--- src/rtl/tdes_round_ctrl_pkg.sv ---
// Shared types and constants for the TDES round sequencer and its key-select decoder.
package tdes_round_ctrl_pkg;

    typedef enum logic [1:0] {
        IDLE  = 2'd0,
        LOAD  = 2'd1,
        ROUND = 2'd2,
        DONE  = 2'd3
    } state_e;

    localparam logic [1:0] KEY_K1 = 2'd0;
    localparam logic [1:0] KEY_K2 = 2'd1;
    localparam logic [1:0] KEY_K3 = 2'd2;

    localparam logic [3:0] LAST_ROUND = 4'd15;

    localparam logic [1:0] PASS_LAST_DES  = 2'd0;
    localparam logic [1:0] PASS_LAST_TDES = 2'd2;

    function automatic logic [1:0] final_pass(input logic tdes_mode);
        return tdes_mode ? PASS_LAST_TDES : PASS_LAST_DES;
    endfunction

endpackage

--- src/rtl/tdes_round_ctrl_if.sv ---
// Host handshake and datapath control bundle of the TDES round sequencer.
// TDES_ROUND_CTRL_ABORT_EN adds the abort request line.
interface tdes_round_ctrl_if;

`ifdef TDES_ROUND_CTRL_ABORT_EN
    logic       abort;
`endif
    logic       in_valid;
    logic       in_ready;
    logic       decrypt;
    logic       tdes_mode;
    logic       out_valid;
    logic       out_ready;
    logic       lr_en;
    logic       lr_sel;
    logic [3:0] round;
    logic [1:0] pass;
    logic [1:0] key_sel;
    logic       key_dec;
    logic       last_round;
    logic       busy;

    modport master (
`ifdef TDES_ROUND_CTRL_ABORT_EN
        output abort,
`endif
        output in_valid, decrypt, tdes_mode, out_ready,
        input  in_ready, out_valid, lr_en, lr_sel, round, pass,
        input  key_sel, key_dec, last_round, busy
    );

    modport slave (
`ifdef TDES_ROUND_CTRL_ABORT_EN
        input  abort,
`endif
        input  in_valid, decrypt, tdes_mode, out_ready,
        output in_ready, out_valid, lr_en, lr_sel, round, pass,
        output key_sel, key_dec, last_round, busy
    );

endinterface

--- src/rtl/tdes_round_ctrl_key_sel.sv ---
// Maps the current pass and latched mode/direction to the key-schedule select
// and direction: EDE order K1/K2/K3 for encrypt, K3/K2/K1 for decrypt.
module tdes_key_sel
    import tdes_round_ctrl_pkg::*;
(
    input  logic [1:0] pass,
    input  logic       decrypt,
    input  logic       tdes_mode,
    output logic [1:0] key_sel,
    output logic       key_dec
);

    // Key and direction decode per pass
    always_comb begin
        key_sel = KEY_K1;
        key_dec = 1'b0;
        if (!tdes_mode) begin
            key_sel = KEY_K1;
            key_dec = decrypt;
        end else begin
            case (pass)
                2'd0: begin
                    key_sel = decrypt ? KEY_K3 : KEY_K1;
                    key_dec = decrypt;
                end
                2'd1: begin
                    key_sel = KEY_K2;
                    key_dec = ~decrypt;
                end
                2'd2: begin
                    key_sel = decrypt ? KEY_K1 : KEY_K3;
                    key_dec = decrypt;
                end
                default: begin
                    key_sel = KEY_K1;
                    key_dec = 1'b0;
                end
            endcase
        end
    end

endmodule

--- src/rtl/tdes_round_ctrl.sv ---
// Round sequencer for the TDES datapath: LOAD, 16 or 48 rounds, then DONE.
// Optional TDES_ROUND_CTRL_ABORT_EN adds an abort input that returns to IDLE.
module tdes_round_ctrl
    import tdes_round_ctrl_pkg::*;
#(
    parameter int ROUNDS = 16
) (
    input logic              clk,
    input logic              reset,
    tdes_round_ctrl_if.slave bus
);

    // Only 16-round passes are supported; the terminal index follows ROUNDS.
    localparam logic [3:0] LAST_IDX = 4'(ROUNDS - 1);

    state_e     state_r;
    state_e     state_s;
    logic [3:0] round_r;
    logic [3:0] round_s;
    logic [1:0] pass_r;
    logic [1:0] pass_s;
    logic       dec_r;
    logic       dec_s;
    logic       tdes_r;
    logic       tdes_s;
    logic       abort_s;
    logic [1:0] final_pass_s;
    logic [1:0] key_sel_s;
    logic       key_dec_s;

    logic       in_ready_s;
    logic       out_valid_s;
    logic       lr_en_s;
    logic       lr_sel_s;
    logic       busy_s;
    logic       last_round_s;

`ifdef TDES_ROUND_CTRL_ABORT_EN
    assign abort_s = bus.abort;
`else
    assign abort_s = 1'b0;
`endif

    assign final_pass_s = final_pass(tdes_r);

    tdes_key_sel u_key_sel (
        .pass      (pass_r),
        .decrypt   (dec_r),
        .tdes_mode (tdes_r),
        .key_sel   (key_sel_s),
        .key_dec   (key_dec_s)
    );

    // State register
    always_ff @(posedge clk or negedge reset) begin
        if (!reset) begin
            state_r <= IDLE;
        end else begin
            state_r <= state_s;
        end
    end

    // Round/pass counters and the mode bits latched on accept
    always_ff @(posedge clk or negedge reset) begin
        if (!reset) begin
            round_r <= 4'd0;
            pass_r  <= 2'd0;
            dec_r   <= 1'b0;
            tdes_r  <= 1'b0;
        end else begin
            round_r <= round_s;
            pass_r  <= pass_s;
            dec_r   <= dec_s;
            tdes_r  <= tdes_s;
        end
    end

    // Next-state and counter update
    always_comb begin
        state_s = state_r;
        round_s = round_r;
        pass_s  = pass_r;
        dec_s   = dec_r;
        tdes_s  = tdes_r;
        case (state_r)
            IDLE: begin
                if (bus.in_valid) begin
                    state_s = LOAD;
                    round_s = 4'd0;
                    pass_s  = 2'd0;
                    dec_s   = bus.decrypt;
                    tdes_s  = bus.tdes_mode;
                end else begin
                    state_s = IDLE;
                end
            end
            LOAD: begin
                round_s = 4'd0;
                pass_s  = 2'd0;
                if (abort_s) begin
                    state_s = IDLE;
                end else begin
                    state_s = ROUND;
                end
            end
            ROUND: begin
                // Pass boundaries wrap straight into round 0 with no idle cycle
                if (abort_s) begin
                    state_s = IDLE;
                    round_s = 4'd0;
                    pass_s  = 2'd0;
                end else if (round_r != LAST_IDX) begin
                    round_s = round_r + 4'd1;
                end else if (pass_r < final_pass_s) begin
                    round_s = 4'd0;
                    pass_s  = pass_r + 2'd1;
                end else begin
                    state_s = DONE;
                    round_s = 4'd0;
                    pass_s  = 2'd0;
                end
            end
            DONE: begin
                round_s = 4'd0;
                pass_s  = 2'd0;
                if (abort_s || bus.out_ready) begin
                    state_s = IDLE;
                end else begin
                    state_s = DONE;
                end
            end
            default: begin
                state_s = IDLE;
                round_s = 4'd0;
                pass_s  = 2'd0;
            end
        endcase
    end

    // Output decode from registered state
    always_comb begin
        in_ready_s   = 1'b0;
        out_valid_s  = 1'b0;
        lr_en_s      = 1'b0;
        lr_sel_s     = 1'b0;
        busy_s       = 1'b0;
        last_round_s = 1'b0;
        case (state_r)
            IDLE: begin
                in_ready_s = 1'b1;
            end
            LOAD: begin
                lr_en_s = 1'b1;
                busy_s  = 1'b1;
            end
            ROUND: begin
                lr_en_s      = 1'b1;
                lr_sel_s     = 1'b1;
                busy_s       = 1'b1;
                last_round_s = (round_r == LAST_ROUND);
            end
            DONE: begin
                out_valid_s = 1'b1;
            end
            default: begin
                in_ready_s = 1'b1;
            end
        endcase
    end

    assign bus.in_ready   = in_ready_s;
    assign bus.out_valid  = out_valid_s;
    assign bus.lr_en      = lr_en_s;
    assign bus.lr_sel     = lr_sel_s;
    assign bus.busy       = busy_s;
    assign bus.last_round = last_round_s;
    assign bus.round      = round_r;
    assign bus.pass       = pass_r;
    assign bus.key_sel    = busy_s ? key_sel_s : KEY_K1;
    assign bus.key_dec    = busy_s ? key_dec_s : 1'b0;

endmodule
--- src/flat_wrapper.sv ---
// flat-port wrapper written by rule: the top's interface ports become plain ports
module tdes_round_ctrl_flat import tdes_round_ctrl_pkg::*;
#(
    parameter int ROUNDS = 16
)
  (clk, reset, bus_in_valid, bus_decrypt, bus_tdes_mode, bus_out_ready, bus_in_ready, bus_out_valid, bus_lr_en, bus_lr_sel, bus_round, bus_pass, bus_key_sel, bus_key_dec, bus_last_round, bus_busy);
  tdes_round_ctrl_if bus_i ();
  input logic clk;
  input logic reset;
  input wire logic [$bits(bus_i.in_valid)-1:0] bus_in_valid;
  input wire logic [$bits(bus_i.decrypt)-1:0] bus_decrypt;
  input wire logic [$bits(bus_i.tdes_mode)-1:0] bus_tdes_mode;
  input wire logic [$bits(bus_i.out_ready)-1:0] bus_out_ready;
  output wire logic [$bits(bus_i.in_ready)-1:0] bus_in_ready;
  output wire logic [$bits(bus_i.out_valid)-1:0] bus_out_valid;
  output wire logic [$bits(bus_i.lr_en)-1:0] bus_lr_en;
  output wire logic [$bits(bus_i.lr_sel)-1:0] bus_lr_sel;
  output wire logic [$bits(bus_i.round)-1:0] bus_round;
  output wire logic [$bits(bus_i.pass)-1:0] bus_pass;
  output wire logic [$bits(bus_i.key_sel)-1:0] bus_key_sel;
  output wire logic [$bits(bus_i.key_dec)-1:0] bus_key_dec;
  output wire logic [$bits(bus_i.last_round)-1:0] bus_last_round;
  output wire logic [$bits(bus_i.busy)-1:0] bus_busy;
  assign bus_i.in_valid = bus_in_valid;
  assign bus_i.decrypt = bus_decrypt;
  assign bus_i.tdes_mode = bus_tdes_mode;
  assign bus_i.out_ready = bus_out_ready;
  assign bus_in_ready = bus_i.in_ready;
  assign bus_out_valid = bus_i.out_valid;
  assign bus_lr_en = bus_i.lr_en;
  assign bus_lr_sel = bus_i.lr_sel;
  assign bus_round = bus_i.round;
  assign bus_pass = bus_i.pass;
  assign bus_key_sel = bus_i.key_sel;
  assign bus_key_dec = bus_i.key_dec;
  assign bus_last_round = bus_i.last_round;
  assign bus_busy = bus_i.busy;
  tdes_round_ctrl #(.ROUNDS(ROUNDS)) u_core (.clk(clk), .reset(reset), .bus(bus_i));
endmodule
--- config.mk ---
export PLATFORM = sky130hd
export DESIGN_NAME = tdes_round_ctrl_flat
export DESIGN_NICKNAME = d
export VERILOG_FILES = /design/src/rtl/tdes_round_ctrl_pkg.sv /design/src/rtl/tdes_round_ctrl_if.sv /design/src/rtl/tdes_round_ctrl_key_sel.sv /design/src/rtl/tdes_round_ctrl.sv /design/src/flat_wrapper.sv
export SDC_FILE = /design/constraint.sdc
export NUM_CORES = 1
export LEC_CHECK = 0
export ABC_AREA = 0
export BUFFER_PORTS_ARGS = -buffer_cell sky130_fd_sc_hd__buf_2
export CORE_AREA = 2 2 43 45
export CTS_CLUSTER_SIZE = 40
export DETAILED_ROUTE_END_ITERATION = 8
export DIE_AREA = 0 0 45 47
export GPL_TIMING_DRIVEN = 0
export PLACE_DENSITY = 0.68
export SYNTH_ARGS = -nofsm -noshare
export SYNTH_HDL_FRONTEND = slang
export SYNTH_SLANG_ARGS = --single-unit
--- constraint.sdc ---
create_clock -name clk -period 1.3 [get_ports clk]
set_clock_uncertainty 0.05 [all_clocks]
set_input_delay 0.13 -clock clk [delete_from_list [all_inputs] [get_ports clk]]
set_output_delay 0.13 -clock clk [all_outputs]
set_load 0.05 [all_outputs]
==> results.toml, run 1 <==
[critical_path]
cp-end-kind = "output port"
worstPathCellList = "inv_4 -> ha_4 -> nand3b_1 -> a21boi_4 -> buf_6"
crit_family = "flip-flops"
crit_fanout = 4
critPathLaunchType = "flop"
arrival_ns = 1.41
critPathBufInv = 2
slowest_delay_ns = 0.45
cp.depth = 5
r2r_setup_slack_ns = -0.19
cpMaxStageDelayCell = "dfrtp_2"
ff2ff_path_depth = 6
path_class = "reg -> out"
required_ns = 1.12

[drt]
viasPerCell = 5.01
drtIter0Drc = 1
antenna_left = 0
first_pass_iters = 4
wl_per_cell_um = 14.3
vias = 606
drc = 0
wl_um = 1730

[timing]
fin_crit_sh_pct = 122
relSlewSlack_pct = 83.8
max_slew.worst_pin.slew_ns = 0.242
final_hold_viol_count = 0
finalWorstSetupSlack_ns = -0.288
rsz0062_at_grt = "yes"
setup_violations = 17
max_freq_mhz = 630
slew_viol_final = 0
post-route-min-period_ns = 1.59

[place]
dp_hpwl_um = 1110
routabilityCongestion = 0.727
placed_cell_area_um2 = 956
io_buffers = 20

[synthesis]
ys_types = 28
synth_top_cell_by_area = "dfrtp_1"
syn_inst = 64
synthTopCellsByArea = "dfrtp_1 38%, ha_1 13%, mux2i_1 6.0%"
netlist_area_um2 = 662
syn_area_per_cell_um2 = 10.3
yosysWarnings = 0
ys_seq_area_share_pct = 37.8
synth_top_cell_area_share_pct = 37.8
mappedNetlistNets = 77
ys_ff_latch = 10

[floorplanning]
die_w_um = 45
rows = 15
start_util_pct = 40.1
die-height_um = 47
io_pins = 21
die_area_um2 = 2120
coreArea_um2 = 1650

[worst_hold_path]
hp-class = "in -> reg"
worstHoldPathCells = 2

[clocking]
clk_pin_slew_ns = 0.07
clock_latency_ns = 0.27
clk_path_buf_depth = 2
cts_buffers = 3
cts_tree = "yes"
clock-root-buffer = "clkbuf_4"
cts_sinks = 10
h-tree-depth = 1

[global_routing]
antenna_found_initial = 0
grt_pass1_wl_um = 2480
grt_max_degree = 11
first_global_vias = 601
grtUsageTotal_pct = 16.8
grt_overflow_total = 0

[pwr]
leakagePower_nw = 0.568
ir_drop_v = 0.00303
power_per_cell_area_nw_per_um2 = 2860

[outcome]
status = "finished, violations left"
violations = "setup timing"

[final_layout]
antennaDiodeCount = 0
area_growth_pct = 97.9
fill_cells = 99
drive_above_1_share_pct = 80.8
final_cell_mix = "11 x buf_6, 11 x buf_2, 8 x buf_8"
utilization_pct = 79.3
nets = 118
fin_area_um2 = 1310

[run]
cap_violations = 0
==> per-stage QoR <==
stage	hold slack, ns	cells	worst slack [ns]	total power [mW]	TNS, ns
after floorplan	-0.216	64	-0.131	2.26	-0.774
after global placement	-0.0430	101	-0.0849	2.49	-0.404
after detailed placement	-0.0448	101	-0.0928	2.52	-0.611
after CTS	0.0481	118	-0.296	3.54	-2.46
after global routing	0.0423	121	-0.335	3.92	-3.40
final	0.0440	121	-0.288	3.75	-2.81
==> metal layers <==
layer	vias to the layer above	part of all wire (%)	GRT usage, %
met5	-	0	0
met4	0	0.93	8.82
met3	2	4.3	2.31
met2	16	54	30.3
met1	287	41	19.4
li1	301	-	-
==> sequential cells by signal, indices dropped and copies added (netlist names) <==
name,cells
u_core.tdes_r,1
u_core.dec_r,1
u_core.bus.pass,2
u_core.bus.round,4
u_core.state_r,2
==> logic make-up after synthesis <==
family          synth area share (%)
xor+xnor                        1.32
mux                             9.45
compound gates                  14.0
fa+ha+maj                       13.2
buf+inv                         5.29
flops                           37.8
simple gates                    18.9
==> worst register-to-register path, cell delays in order (launching register included) <==
cell and delay, ns:
dfrtp_2 0.44, buf_12 0.14, ha_4 0.16, buf_8 0.13, buf_6 0.12, a21oi_4 0.17
mux2i_1 0.21
==> final cells by class <==
type / instances / area, µm² / area share, %
multi-input cells: 46 / 589 / 45.0
repair buffers: 36 / 348 / 26.6
flip-flops and latches: 10 / 259 / 19.8
clock buffers: 4 / 36.3 / 2.77
inverters: 6 / 30.0 / 2.29
plain buffers: 2 / 26.3 / 2.01
well taps: 17 / 21.3 / 1.62
==> repair_timing <==
item / in CTS / in global routing
hold buffers: 1 / 0
pin swaps: 9 / 7
buffers inserted: 12 / 3
setup endpoints to repair: 15 / 19
resized for setup: 35 / 14
endpoints found under the hold margin: 10 / 0
==> Yosys cell counts <==
cell and count:
and2b_1 1, o21a_1 1, nand2b_1 1, nand3_1 4, xnor2_1 1, nand3_2 1
nor2_1 3, or2b_1 2, nand3b_1 1, nand2_1 4, o21ai_0 3, o31ai_2 1
nor2b_4 1, ha_1 7, buf_4 1, buf_2 1, or3_1 1, nor2b_1 1
and3_1 1, inv_1 6, a21boi_0 1, mux2_2 2, a22o_2 1, a21oi_2 1
a21oi_4 1, o31ai_1 2, mux2i_1 4, dfrtp_1 10
==> power breakdown <==
group          switching, mW  total, mW  internal, mW
registers              0.153      0.572         0.419
clock network          0.116      0.287         0.170
logic                   1.48       2.89          1.42
total                   1.75       3.75          2.00
==> path summary, 6_finish.rpt <==
check / start / to
worst max register to register: u_core.state_r[1]$_DFFE_PN0P_ / u_core.bus.pass[1]$_DFFE_PN0P_
worst min-delay path: bus_decrypt / u_core.dec_r$_DFFE_PN0P_
worst max-delay path: u_core.bus.pass[1]$_DFFE_PN0P_ / bus_key_dec
min in group asynchronous: reset / u_core.bus.round[2]$_DFFE_PN0P_
max in group asynchronous: reset / u_core.bus.pass[1]$_DFFE_PN0P_
worst min register to register: u_core.bus.round[1]$_DFFE_PN0P_ / u_core.bus.round[1]$_DFFE_PN0P_
No activity file was read; power rests on OpenSTA's default activity.
==> run 2, diff against run 1 <==
==> constraint.sdc (replaced) <==
create_clock -name clk -period 1.3 [get_ports clk]
set_clock_uncertainty 0.05 [all_clocks]
set_input_delay 0.13 -clock clk [delete_from_list [all_inputs] [get_ports clk]]
set_output_delay 0.13 -clock clk [all_outputs]
set_load 0.01 [all_outputs]
==> run 2 against run 1 <==
- the flow still finishes with violations (setup timing)
- die area did not move
- sequential cell count stayed put
- setup slack improved by 0.041 ns
- first-iteration DRC count grew to 4.0 times the previous value
- critical path depth unchanged
- final area shrank 13%
- sequential power fell by 6.1%
==> results.toml, run 2 (synthesized netlist as in run 1, its figures left out) <==
[worst_hold_path]
min_to = "u_core.tdes_r$_DFFE_PN0P_"
worstHoldPathCells = 2
hp-class = "in -> reg"
hold_start = "bus_tdes_mode"

[pwr]
p_int_mw = 1.61
clkPwrFrac_pct = 11.0
ir_drop_v = 0.00150
combPwrFrac_pct = 68.8
p_switching_mw = 1.04
sw_frac_of_total_pct = 39.3
seq_power_share_pct = 20.3
power_per_cell_area_nw_per_um2 = 2330
leakagePower_nw = 0.547

[final_layout]
antennaDiodeCount = 0
fill_cells = 136
final_cell_mix = "18 x buf_2, 10 x buf_4, 9 x dfrtp_1"
drive_above_1_share_pct = 66.3
area_growth_pct = 71.5
nets = 118
utilization_pct = 68.7
layout_commonest_cell = "buf_2"
largest_register_ffs = 4

[outcome]
violations = "setup timing"
status = "finished, violations left"

[global_routing]
grt_max_degree = 11
first_global_vias = 620
grtUsageTotal_pct = 18.9
antenna_found_initial = 0
grt_pass1_wl_um = 2730
grt_overflow_total = 0

[clocking]
cts_sinks = 10
cts_tree = "yes"
clock_latency_ns = 0.27
cts_buffers = 3
clk_path_buf_depth = 2
h-tree-depth = 1
clk_pin_slew_ns = 0.07
clock-root-buffer = "clkbuf_4"

[place]
io_buffers = 20
routabilityCongestion = 0.689
dp_hpwl_um = 1010

[critical_path]
cp-end-kind = "output port"
required_ns = 1.12
critPathLaunchType = "flop"
slowest_delay_ns = 0.38
arrival_ns = 1.37
r2r_setup_slack_ns = -0.18
path_class = "reg -> out"
crit_fanout = 3
ff2ff_path_depth = 6
worstPathCellList = "inv_2 -> ha_4 -> o31ai_4 -> a21boi_1 -> buf_2"
r2r_start = "u_core.state_r[1]$_DFFE_PN0P_"
r2r_end = "u_core.bus.pass[0]$_DFFE_PN0P_"
cpMaxStageDelayCell = "dfrtp_1"

[drt]
vias = 618
antenna_left = 0
first_pass_iters = 4
viasPerCell = 5.11
wl_um = 1880
drtIter0Drc = 4
drc = 0
wl_per_cell_um = 15.5

[floorplanning]
die_area_um2 = 2120
die_w_um = 45
io_pins = 21
die-height_um = 47
rows = 15
coreArea_um2 = 1650
start_util_pct = 40.1

[timing]
fin_crit_sh_pct = 119
rsz0062_at_grt = "yes"
relSlewSlack_pct = 81.0
finalWorstSetupSlack_ns = -0.247
slew_viol_final = 0
hold_ws_ns = 0.0347
max_slew.worst_pin.slew_ns = 0.285
setup_violations = 17
max_freq_mhz = 646
final_hold_viol_count = 0
post-route-min-period_ns = 1.55
setup_tns_ns = -1.98

[run]
cap_violations = 0
[run 2: cell counts in the layout (fill, tap and decap cells not counted)]
No cell type changed its count.
[run 2: per-layer routing]
layer  track usage, %  share of wire (%)  up-vias
li1                 -                  -      300
met1             20.3                 39      293
met2             35.4                 56       23
met3             2.31                4.5        2
met4             11.2               0.21        0
met5                0                  0        -
[run 2: layout make-up]
cell class | instances | area, µm² | area share [%]
Clock buffer | 4 | 36.3 | 3.20
Inverter | 6 | 22.5 | 1.98
Timing Repair Buffer | 36 | 258 | 22.7
Buffer | 2 | 22.5 | 1.98
Multi-Input combinational cell | 46 | 523 | 46.1
Tap cell | 17 | 21.3 | 1.87
Sequential cell | 10 | 251 | 22.2
[run 2: worst max-delay path by stage]
stage | from | end | slack (ns) | cells past startpoint
after global routing | u_core.state_r[0]$_DFFE_PN0P_ | bus_key_dec | -0.35 | 4
after floorplan | u_core.state_r[1]$_DFFE_PN0P_ | u_core.bus.round[2]$_DFFE_PN0P_ | -0.02 | 5
after global placement | u_core.state_r[1]$_DFFE_PN0P_ | u_core.bus.round[2]$_DFFE_PN0P_ | -0.08 | 5
after detailed placement | u_core.state_r[1]$_DFFE_PN0P_ | u_core.bus.round[2]$_DFFE_PN0P_ | -0.12 | 5
final | u_core.bus.pass[0]$_DFFE_PN0P_ | bus_key_dec | -0.25 | 5
after CTS | u_core.bus.pass[1]$_DFFE_PN0P_ | bus_key_dec | -0.23 | 5
[run 2: timing repair]
item	CTS	global route
setup buffers	11	4
endpoints found under the setup margin	15	16
pin swaps	6	11
endpoints found under the hold margin	10	0
resized for setup	19	20
hold buffers	1	0
[run 2: worst max-delay path, delay by kind of cell (launching register included)]
family	cells	cell delay, ns
adder cells (fa/ha/maj)	1	0.18
buffers and inverters	2	0.23
AO/OA/AOI/OAI	2	0.31
flip-flops	1	0.38
[run 2: stage by stage]
| step | area, µm² | cells | setup slack [ns] | power, mW |
|---|---|---|---|---|
| after global placement | 801 | 101 | -0.0757 | 1.54 |
| after CTS | 996 | 117 | -0.226 | 2.23 |
| final | 1130 | 121 | -0.247 | 2.65 |
| after global routing | 1130 | 121 | -0.345 | 2.81 |
| after floorplan | 679 | 64 | -0.0158 | 1.29 |
| after detailed placement | 801 | 101 | -0.120 | 1.56 |
[run 2: power groups by stage]
stage          registers (mW)  clock network [mW]  logic [mW]
2_1_floorplan           0.518                   0       0.773
3_3_place_gp            0.521                   0        1.02
3_5_place_dp            0.525                   0        1.04
4_1_cts                 0.514               0.300        1.41
5_1_grt                 0.552               0.319        1.94
6_report                0.537               0.291        1.82
